File: src/rtl/multicycle_alu_pkg.sv
// Shared definitions for the EX-stage ALU: op codes (also used by the ALU
// control decoder) and the sequencing state encoding.
package multicycle_alu_pkg;

   localparam logic [2:0] ALU_ADD = 3'b010;
   localparam logic [2:0] ALU_SUB = 3'b110;
   localparam logic [2:0] ALU_AND = 3'b000;
   localparam logic [2:0] ALU_OR  = 3'b001;
   localparam logic [2:0] ALU_MUL = 3'b011;

   typedef enum logic [1:0] {
      ST_IDLE = 2'd0,
      ST_MUL  = 2'd1,
      ST_DONE = 2'd2
   } state_t;

endpackage

File: src/rtl/multicycle_alu_if.sv
// EX-stage request/result bundle between the pipeline (master) and the ALU (slave).
interface multicycle_alu_if #(
   parameter int DATA_W = 32
);
   logic              start_i;
   logic [2:0]        ALUCtrl_i;
   logic [DATA_W-1:0] data1_i;
   logic [DATA_W-1:0] data2_i;
   logic [DATA_W-1:0] data_o;
   logic              zero_o;
   logic              valid_o;
   logic              stall_o;

   modport master (
      output start_i, ALUCtrl_i, data1_i, data2_i,
      input  data_o, zero_o, valid_o, stall_o
   );

   modport slave (
      input  start_i, ALUCtrl_i, data1_i, data2_i,
      output data_o, zero_o, valid_o, stall_o
   );
endinterface

File: src/rtl/multicycle_alu_mul_shift_add.sv
// Iterative shift-add multiplier: one multiplier bit per cycle, DATA_W cycles,
// keeps only the low DATA_W bits of the product.
module multicycle_alu_mul_shift_add #(
   parameter int DATA_W = 32
) (
   input  logic              clk,
   input  logic              rst_n,
   input  logic              start,
   input  logic [DATA_W-1:0] op_a,
   input  logic [DATA_W-1:0] op_b,
   output logic              done,
   output logic [DATA_W-1:0] product
);

   localparam int CNT_W = (DATA_W > 1) ? $clog2(DATA_W) : 1;
   localparam logic [CNT_W-1:0] LAST_CNT = CNT_W'(DATA_W - 1);

   logic [DATA_W-1:0] multiplicand_reg;
   logic [DATA_W-1:0] multiplier_reg;
   logic [DATA_W-1:0] acc_reg;
   logic [CNT_W-1:0]  count_reg;
   logic              busy_reg;
   logic [DATA_W-1:0] addend;
   logic [DATA_W-1:0] acc_next;

   // The partial product is the multiplicand gated by the current multiplier LSB.
   genvar gi;
   generate
      for (gi = 0; gi < DATA_W; gi++) begin : g_addend
         assign addend[gi] = multiplicand_reg[gi] & multiplier_reg[0];
      end
   endgenerate

   assign acc_next = acc_reg + addend;
   assign done     = busy_reg && (count_reg == LAST_CNT);
   // Final accumulator value is presented during the last iteration so the
   // caller can register it on the same edge.
   assign product  = acc_next;

   always_ff @(posedge clk or negedge rst_n) begin
      if (!rst_n) begin
         multiplicand_reg <= '0;
         multiplier_reg   <= '0;
         acc_reg          <= '0;
         count_reg        <= '0;
         busy_reg         <= 1'b0;
      end else if (start) begin
         multiplicand_reg <= op_a;
         multiplier_reg   <= op_b;
         acc_reg          <= '0;
         count_reg        <= '0;
         busy_reg         <= 1'b1;
      end else if (busy_reg) begin
         acc_reg          <= acc_next;
         multiplicand_reg <= multiplicand_reg << 1;
         multiplier_reg   <= multiplier_reg >> 1;
         count_reg        <= count_reg + 1'b1;
         if (done) begin
            busy_reg <= 1'b0;
         end
      end
   end

endmodule

File: src/rtl/multicycle_alu.sv
// EX-stage execution unit: single-cycle ADD/SUB/AND/OR, multi-cycle MUL with
// a pipeline stall request while the multiply is in flight.
module multicycle_alu
   import multicycle_alu_pkg::*;
#(
   parameter int DATA_W = 32
) (
   input  logic            clk_i,
   input  logic            rst_i,
   multicycle_alu_if.slave alu
);

   state_t            state_reg;
   state_t            state_next;
   logic [DATA_W-1:0] data_reg;
   logic              valid_reg;
   logic [DATA_W-1:0] single_result;
   logic              mul_start;
   logic              alu_load;
   logic              stall_comb;
   logic              mul_done;
   logic [DATA_W-1:0] mul_product;

   multicycle_alu_mul_shift_add #(
      .DATA_W (DATA_W)
   ) u_mul (
      .clk     (clk_i),
      .rst_n   (rst_i),
      .start   (mul_start),
      .op_a    (alu.data1_i),
      .op_b    (alu.data2_i),
      .done    (mul_done),
      .product (mul_product)
   );

   always_ff @(posedge clk_i or negedge rst_i) begin
      if (!rst_i) begin
         state_reg <= ST_IDLE;
      end else begin
         state_reg <= state_next;
      end
   end

   always_comb begin
      state_next = state_reg;
      case (state_reg)
         ST_IDLE: if (alu.start_i && (alu.ALUCtrl_i == ALU_MUL)) state_next = ST_MUL;
         ST_MUL:  if (mul_done) state_next = ST_DONE;
         ST_DONE: state_next = ST_IDLE;
         default: state_next = ST_IDLE;
      endcase
   end

   // Requests are only honoured in IDLE; the hazard unit holds them otherwise.
   always_comb begin
      mul_start  = 1'b0;
      alu_load   = 1'b0;
      stall_comb = 1'b0;
      case (state_reg)
         ST_IDLE: begin
            if (alu.start_i) begin
               if (alu.ALUCtrl_i == ALU_MUL) begin
                  mul_start  = 1'b1;
                  stall_comb = 1'b1;
               end else begin
                  alu_load = 1'b1;
               end
            end
         end
         ST_MUL:  stall_comb = 1'b1;
         default: ;
      endcase
   end

   // Undefined codes deliver zero rather than a stale value.
   always_comb begin
      single_result = '0;
      case (alu.ALUCtrl_i)
         ALU_ADD: single_result = alu.data1_i + alu.data2_i;
         ALU_SUB: single_result = alu.data1_i - alu.data2_i;
         ALU_AND: single_result = alu.data1_i & alu.data2_i;
         ALU_OR:  single_result = alu.data1_i | alu.data2_i;
         default: single_result = '0;
      endcase
   end

   always_ff @(posedge clk_i or negedge rst_i) begin
      if (!rst_i) begin
         data_reg  <= '0;
         valid_reg <= 1'b0;
      end else begin
         valid_reg <= 1'b0;
         if (alu_load) begin
            data_reg  <= single_result;
            valid_reg <= 1'b1;
         end else if (mul_done) begin
            data_reg  <= mul_product;
            valid_reg <= 1'b1;
         end
      end
   end

   assign alu.data_o  = data_reg;
   assign alu.zero_o  = (data_reg == '0);
   assign alu.valid_o = valid_reg;
   // Gated by reset so the freeze request drops immediately on assertion.
   assign alu.stall_o = stall_comb && rst_i;

endmodule

File: src/flat_wrapper.sv
// flat-port wrapper written by rule: the top's interface ports become plain ports
module multicycle_alu_flat import multicycle_alu_pkg::*;
#(
   parameter int DATA_W = 32
)
  (clk_i, rst_i, alu_start_i, alu_ALUCtrl_i, alu_data1_i, alu_data2_i, alu_data_o, alu_zero_o, alu_valid_o, alu_stall_o);
  multicycle_alu_if #(.DATA_W(DATA_W)) alu_i ();
  input  logic clk_i;
  input  logic rst_i;
  input wire logic [$bits(alu_i.start_i)-1:0] alu_start_i;
  input wire logic [$bits(alu_i.ALUCtrl_i)-1:0] alu_ALUCtrl_i;
  input wire logic [$bits(alu_i.data1_i)-1:0] alu_data1_i;
  input wire logic [$bits(alu_i.data2_i)-1:0] alu_data2_i;
  output wire logic [$bits(alu_i.data_o)-1:0] alu_data_o;
  output wire logic [$bits(alu_i.zero_o)-1:0] alu_zero_o;
  output wire logic [$bits(alu_i.valid_o)-1:0] alu_valid_o;
  output wire logic [$bits(alu_i.stall_o)-1:0] alu_stall_o;
  assign alu_i.start_i = alu_start_i;
  assign alu_i.ALUCtrl_i = alu_ALUCtrl_i;
  assign alu_i.data1_i = alu_data1_i;
  assign alu_i.data2_i = alu_data2_i;
  assign alu_data_o = alu_i.data_o;
  assign alu_zero_o = alu_i.zero_o;
  assign alu_valid_o = alu_i.valid_o;
  assign alu_stall_o = alu_i.stall_o;
  multicycle_alu #(.DATA_W(DATA_W)) u_core (.clk_i(clk_i), .rst_i(rst_i), .alu(alu_i));
endmodule
File: config.mk
export PLATFORM = sky130hd
export DESIGN_NAME = multicycle_alu_flat
export DESIGN_NICKNAME = d
export VERILOG_FILES = /design/src/rtl/multicycle_alu_pkg.sv /design/src/rtl/multicycle_alu_if.sv /design/src/rtl/multicycle_alu_mul_shift_add.sv /design/src/rtl/multicycle_alu.sv /design/src/flat_wrapper.sv
export SDC_FILE = /design/constraint.sdc
export NUM_CORES = 1
export LEC_CHECK = 0
export ABC_AREA = 0
export CAP_MARGIN = 10
export CORE_ASPECT_RATIO = 0.5
export CORE_MARGIN = 4
export CORE_UTILIZATION = 53
export DETAILED_ROUTE_END_ITERATION = 8
export PLACE_DENSITY = 0.83
export SYNTH_ARGS = -nofsm -noshare
export SYNTH_HDL_FRONTEND = slang
export SYNTH_SLANG_ARGS = --single-unit
File: constraint.sdc
create_clock -name clk_i -period 3.83 [get_ports clk_i]
set_clock_uncertainty 0.15 [all_clocks]
set_input_delay 1.149 -clock clk_i [delete_from_list [all_inputs] [get_ports clk_i]]
set_output_delay 1.149 -clock clk_i [all_outputs]
set_load 0.005 [all_outputs]
==> impl_metrics.tcl, run 1 <==
set metrics [dict create \
    path_delay_family "simple AND/OR/NAND/NOR gates" \
    synth-compound-area-share_pct 22.1 \
    critical_path_arrival_ns 5.27 \
    ys_seq_elements 137 \
    cp-end-kind "flop" \
    fin_crit_sh_pct 133 \
    first_pass_grt_wire_length_um 59800 \
    critical_path.n_buffers_inverters 2 \
    largest_net_degree_at_the_start_of_global_routing 138 \
    postSynthNetCount 1378 \
    io_buffer_count 104 \
    route.vias.total 11200 \
    die_w_um 208 \
    dr.first_iter.drc_count 1212 \
    path_category_of_the_worst_min_delay_check "flop to flop" \
    cts.path.max_buffers 2 \
    ys_warn_count 0 \
    cts_htree_levels 4 \
    synth_area_um2 10600 \
    drc_errors 0 \
    boundaryPins 105 \
    cp_slowest_cell "or4_4" \
    synth_simple_gate_area_share_pct 15.6 \
    gpl.final_weighted_congestion 0.993 \
    diodes 0 \
    holdPathEnd "u_core.state_reg[1]" \
    combinational_family_with_the_most_area_after_synthesis "compound AO/OA/AOI/OAI gates" \
    crit_path_max_fanout 5 \
    pwr_density_cell_nw_per_um2 651 \
    first_global_vias 10600 \
    post-place-cells 1746 \
    layout_common_cells "208 x buf_4, 136 x dfrtp_1, 124 x nand2_1" \
    hold-path-cell-count 1 \
    rr_worst_depth 13 \
    postRouteAntennaNets 0 \
    drive_gt1_share_pct 24.5 \
    worstSkewPairLatency_ns 0.45 \
    routed_wire_length_per_instance_um 22.1 \
    dieArea_um2 22500 \
    synth.lib_cells_used.distinct 66 \
    path_cells "buf_6 -> or4_4 -> or4_4 -> or4_4 -> or4_4 -> buf_4 -> o31ai_2 -> xor2_1 -> ha_1 -> o211ai_1 -> a31oi_1 -> o21ai_2 -> mux2i_1 -> a21oi_1 -> a221o_1" \
    most_common_library_cell_in_the_layout_ignoring_fill_and_taps "buf_4" \
    yosys-mux-area-fraction_pct 9.05 \
    fp.dieH_um 108 \
    violated_checks "setup timing" \
    synth-xor-area-share_pct 7.01 \
    postLayoutSetupSlackWorst_ns -1.26 \
    cap_violations 0 \
    cts_tree "built" \
    cp_common_cell "or4_4" \
    drt_pass1_iterations 6 \
    critical_path.reg2reg.startpoint "u_core.u_mul.multiplier_reg[0]" \
    rsz_0062_raised_after_global_routing "yes" \
    fmax_mhz 196 \
    numClockSinks 137 \
    finalNetCount 1661 \
    areaGrowthSynthToFinish_pct 39.6 \
    maxSlewHeadroom_pct 42.5 \
    numCtsBuffers 17 \
    number_of_flops_mapped_to_enable_cells_by_yosys 0 \
    syn_area_per_cell_um2 8.57 \
    launch_point_of_the_worst_hold_path "u_core.state_reg[1]" \
    finalHoldViolCount 0 \
    worst-slew-pin-transition_ns 0.863 \
    initial_core_util_pct 54.3 \
    power.leakage_uw 0.00697 \
    async_reset_ff_share_pct 100 \
    wl_um 39700 \
    setup-violations-final 22 \
    clkTransAtPathRegs_ns 0.06 \
    cts_hold_repair_buffers 0 \
    viasPerCell 6.22 \
    detailed_place_hpwl_um 29400 \
    worst_ir_drop_on_vdd_uv 369 \
    synth_sequential_area_ratio_pct 32.3 \
    crit-reg2reg-capture "u_core.alu.data_o[25]" \
    cp_data_required_time_ns 4.00 \
    number_of_antenna_violations_at_the_first_check_in_global_routing 1 \
    finalCriticalPeriod_ns 5.09 \
    rows 36 \
    totalNegativeSetupSlack_ns -19.49 \
    power_uw 9650 \
    run_status "finished with violations" \
    final_number_of_max_transition_violations 0 \
    grt_util_all_layers_pct 34.3 \
    fp.coreArea_um2 19500 \
    rrSetupSlack_ns 0.12 \
    grt.overflow.total 0 \
    finish.cell_count_without_fillers 1801 \
    setup.worst_path.class "primary input to flop" \
    ys.flop_type "dfrtp_1" \
    netlist_instances 1239 \
    adder_and_majority_gate_portion_of_the_synthesized_area_pct 10.7 \
    worst_setup_path_start_kind "primary input" \
    clockRootBuffer "clkbuf_16" \
    largest_incremental_delay_on_the_critical_path_ns 0.61 \
]
==> cells by family (layout without fill, tap and decap cells) <==
group                    after synthesis  in the layout
AO/OA/AOI/OAI                        373            373
XOR/XNOR                              85             85
adder cells (fa/ha/maj)               95             95
buffers and inverters                 91            387
flip-flops                           137            137
multiplexers                          96             96
AND/OR/NAND/NOR                      362            362
==> where the power goes <==
part / leakage [uW] / internal [uW] / switching (uW)
Clock: 0.000320 / 1150 / 679
Combinational: 0.00494 / 2320 / 2870
Sequential: 0.00171 / 2110 / 508
Total: 0.00697 / 5590 / 4050
==> worst max-delay path by stage <==
stage	start	end	slack (ns)	cells past startpoint
floorplan	alu_data2_i[6]	u_core.alu.data_o[31]	-1.27	13
global placement	alu_data2_i[6]	u_core.alu.data_o[31]	-1.88	14
detailed placement	alu_data2_i[6]	u_core.alu.data_o[31]	-2.04	14
CTS	alu_data2_i[6]	u_core.alu.data_o[31]	-1.30	16
global route	alu_data2_i[6]	u_core.alu.data_o[31]	-1.37	20
finish	alu_data2_i[6]	u_core.alu.data_o[31]	-1.26	15
==> layout make-up <==
cell class,count,area (um^2)
clock buffer,21,470
clock inverter,11,181
fill,1391,4720
inverter,30,113
multi-input combinational,1011,7520
sequential,137,3430
tap,266,333
timing repair buffer,325,2780
==> worst register-to-register path, stage by stage, from the launching register on <==
cell and delay (ns):
dfrtp_1 0.38, buf_4 0.21, and2_1 0.18, ha_1 0.38, nand3_1 0.20, o22ai_1 0.15
or3_1 0.37, o21a_1 0.24, a211o_1 0.32, a31oi_1 0.29, o31ai_1 0.12, xnor2_1 0.16
buf_4 0.18, a221o_1 0.29
==> routing by layer <==
metal  GRT usage, %  share of wire [%]
met2           50.7                 42
met5              0              0.033
met3           9.13                 11
met1           49.9                 45
met4           9.27                2.2
==> synth_stat cells, drive strengths merged, types with 3 or more instances <==
master	number	share of area, %
or4	7	0.64
nand2	133	4.7
nor2b	7	0.41
nand2b	13	0.77
a21oi	89	4.2
xor2	46	3.8
or2	3	0.18
a31oi	12	0.71
nor2	110	3.9
o21ai	129	6.1
o21a	12	0.85
a211o	3	0.25
a32oi	3	0.25
o31ai	11	0.91
buf	10	0.35
a221oi	16	1.3
maj3	26	2.5
o41ai	6	0.49
nand4	11	0.65
inv	30	1.1
a22oi	10	0.71
and2	38	2.2
a221o	6	0.57
a31o	3	0.25
mux2i	96	9.0
o22ai	6	0.35
ha	67	7.9
clkbuf	50	1.8
o21bai	10	0.71
xnor2	39	3.2
a211oi	4	0.28
o211ai	6	0.42
nor3	8	0.38
or3	3	0.18
a21o	23	1.6
nor4	8	0.47
nand3	13	0.61
dfrtp	137	32
and3	5	0.29
==> metrics by stage <==
stage          utilization (%)  hold WS [ns]  setup slack, ns  instance area (um^2)
2_1_floorplan                -         0.280            -1.27                 10700
3_3_place_gp              68.3         0.300            -1.88                 13400
3_5_place_dp              68.3         0.319            -2.04                 13400
4_1_cts                   73.5         0.332            -1.30                 14400
5_1_grt                   75.8         0.340            -1.37                 14800
6_report                  75.8         0.339            -1.26                 14800
==> what timing repair did <==
item,in CTS,in global routing
setup buffers,11,11
gates resized for setup,94,80
pin swaps,52,47
endpoints found under the setup margin,32,28
gates cloned,1,0
(Power assumes the default switching activity.)
==> run 2, diff against run 1 <==
--- a/config.mk
+++ b/config.mk
@@ -11,6 +11,7 @@
 export CORE_MARGIN = 4
 export CORE_UTILIZATION = 53
 export DETAILED_ROUTE_END_ITERATION = 8
+export MAX_ROUTING_LAYER = met4
 export PLACE_DENSITY = 0.83
 export SYNTH_ARGS = -nofsm -noshare
 export SYNTH_HDL_FRONTEND = slang
==> impl_metrics.tcl, run 2 (synthesis gave the netlist of run 1 again) <==
set metrics [dict create \
    run_status "finished with violations" \
    violated_checks "setup timing" \
    cts.path.max_buffers 2 \
    cp-end-kind "flop" \
    drive_gt1_share_pct 25.7 \
    drt_pass1_iterations 6 \
    maxSlewHeadroom_pct 46.8 \
    globalRouteMet2Util_pct 51.6 \
    pwr_density_cell_nw_per_um2 628 \
    critical_path_arrival_ns 5.25 \
    area_taken_by_flip_flops_and_latches_um2 3430 \
    first_pass_grt_wire_length_um 60800 \
    grt_util_all_layers_pct 36.0 \
    dr.first_iter.drc_count 1211 \
    number_of_antenna_violations_at_the_first_check_in_global_routing 1 \
    first_global_vias 10700 \
    worst-slew-pin-transition_ns 0.795 \
    grt.overflow.total 0 \
    cap_violations 0 \
    initial_core_util_pct 54.3 \
    cts_tree "built" \
    finalCriticalPeriod_ns 5.08 \
    areaGrowthSynthToFinish_pct 40.8 \
    rrSetupSlack_ns 0.08 \
    layout_common_cells "206 x buf_4, 136 x dfrtp_1, 122 x nand2_1" \
    finalHoldViolCount 0 \
    globalRoute.busiestLayer "met2" \
    numCtsBuffers 17 \
    setup-violations-final 23 \
    dieArea_um2 22500 \
    viasPerCell 6.09 \
    fp.coreArea_um2 19500 \
    final_number_of_max_transition_violations 0 \
    worst_setup_path_start_kind "primary input" \
    die_w_um 208 \
    launch_point_of_the_worst_hold_path "u_core.state_reg[1]" \
    io_buffer_count 104 \
    boundaryPins 105 \
    postRouteAntennaNets 0 \
    largest_net_degree_at_the_start_of_global_routing 138 \
    finalNetCount 1669 \
    clkTransAtPathRegs_ns 0.06 \
    cp_slowest_cell "or4_4" \
    rr_worst_depth 13 \
    worstSkewPairLatency_ns 0.45 \
    crit-reg2reg-capture "u_core.alu.data_o[25]" \
    met3_usage_pct 10.6 \
    layout.filler_cells 1390 \
    cts_htree_levels 4 \
    rows 36 \
    crit_path_max_fanout 5 \
    rsz_0062_raised_after_global_routing "yes" \
    routed_wire_length_per_instance_um 22.1 \
    power.leakage_uw 0.00698 \
    path_cells "buf_6 -> or4_4 -> or4_4 -> or4_4 -> or4_4 -> o21ai_2 -> xor2_1 -> ha_1 -> o21a_1 -> o21a_1 -> o21ai_1 -> a31oi_1 -> o21ai_2 -> mux2i_1 -> a21oi_2 -> a221o_1" \
    gpl.final_weighted_congestion 1.02 \
    multiInputGateArea_um2 7660 \
    met1_capacity_usage_during_global_routing_pct 51.0 \
    postLayoutSetupSlackWorst_ns -1.25 \
    cp_data_required_time_ns 4.00 \
    worst_ir_drop_on_vdd_uv 452 \
    layout.core_utilization_pct 76.5 \
    holdPathEnd "u_core.state_reg[1]" \
    fin_crit_sh_pct 133 \
    wl_um 40000 \
    fp.dieH_um 108 \
    cp_common_cell "or4_4" \
    numClockSinks 137 \
    fmax_mhz 197 \
    detailed_place_hpwl_um 29800 \
    path_category_of_the_worst_min_delay_check "flop to flop" \
    setup.worst_path.class "primary input to flop" \
    clockRootBuffer "clkbuf_16" \
    route.vias.total 11000 \
    hold-path-cell-count 1 \
    largest_incremental_delay_on_the_critical_path_ns 0.62 \
    critical_path.reg2reg.startpoint "u_core.u_mul.multiplier_reg[0]" \
    most_common_library_cell_in_the_layout_ignoring_fill_and_taps "buf_4" \
    power_uw 9400 \
    drc_errors 0 \
]
run 2: cell types whose count changed in the layout (fill, tap and decap cells not counted), moves of 4 or more:
cell and delta:
buf_6 +6, a21oi_2 +5, a21oi_1 -4, a22oi_1 -4, a22oi_2 +4, bufinv_16 -4
clkinvlp_4 +4, dlygate4sd2_1 +4, o31ai_2 -4, o31ai_4 +4
run 2: what timing repair did:
action | CTS | global route
resized for setup | 97 | 94
hold buffers | 0 | 0
setup buffers | 15 | 14
endpoints found under the setup margin | 73 | 31
pin swaps | 42 | 81
gates cloned | 1 | 0
run 2: worst max path at each step:
stage	start	depth (start not counted)	end	slack [ns]
finish	alu_data2_i[3]	16	u_core.alu.data_o[31]	-1.25
CTS	alu_data2_i[3]	16	u_core.alu.data_o[31]	-1.22
floorplan	alu_data2_i[6]	13	u_core.alu.data_o[31]	-1.27
detailed placement	alu_data2_i[6]	19	u_core.alu.data_o[31]	-2.02
global placement	alu_data2_i[6]	20	u_core.alu.data_o[29]	-1.88
global route	alu_data2_i[3]	21	u_core.alu.data_o[29]	-1.33
run 2: worst max-delay path: cells and delay by family:
family                   cells  cell delay [ns]
AND/OR/NAND/NOR              4             2.09
AO/OA/AOI/OAI                8             1.19
adder cells (fa/ha/maj)      1             0.29
multiplexers                 1             0.23
XOR/XNOR                     1             0.21
buffers and inverters        1             0.10
run 2: layer usage:
layer	share of wire, %	up-vias
met3	10	53
met5	0	-
met1	46	5387
met2	43	504
met4	1.3	0
li1	-	5076
run 2: layout make-up:
class	count	area share (%)
Clock inverter	13	0.653
Timing Repair Buffer	333	19.3
Clock buffer	18	2.87
Antenna cell	1	0.0167
Multi-Input combinational cell	1011	51.2
Inverter	30	0.753
Tap cell	266	2.23
Sequential cell	137	22.9
run 2: stage by stage:
stage | hold slack [ns] | instance area [um^2] | setup TNS [ns] | instances | setup WS [ns]
floorplan | 0.280 | 10700 | -16.84 | 1239 | -1.27
finish | 0.316 | 15000 | -19.96 | 1809 | -1.25
CTS | 0.314 | 14400 | -19.88 | 1798 | -1.22
global route | 0.340 | 15000 | -22.41 | 1809 | -1.33
detailed placement | 0.307 | 13400 | -71.80 | 1751 | -2.02
global placement | 0.295 | 13400 | -66.78 | 1751 | -1.88
run 2: power breakdown:
group	switching (uW)	internal, uW
clock network	697	825
logic	2780	2370
registers	609	2110
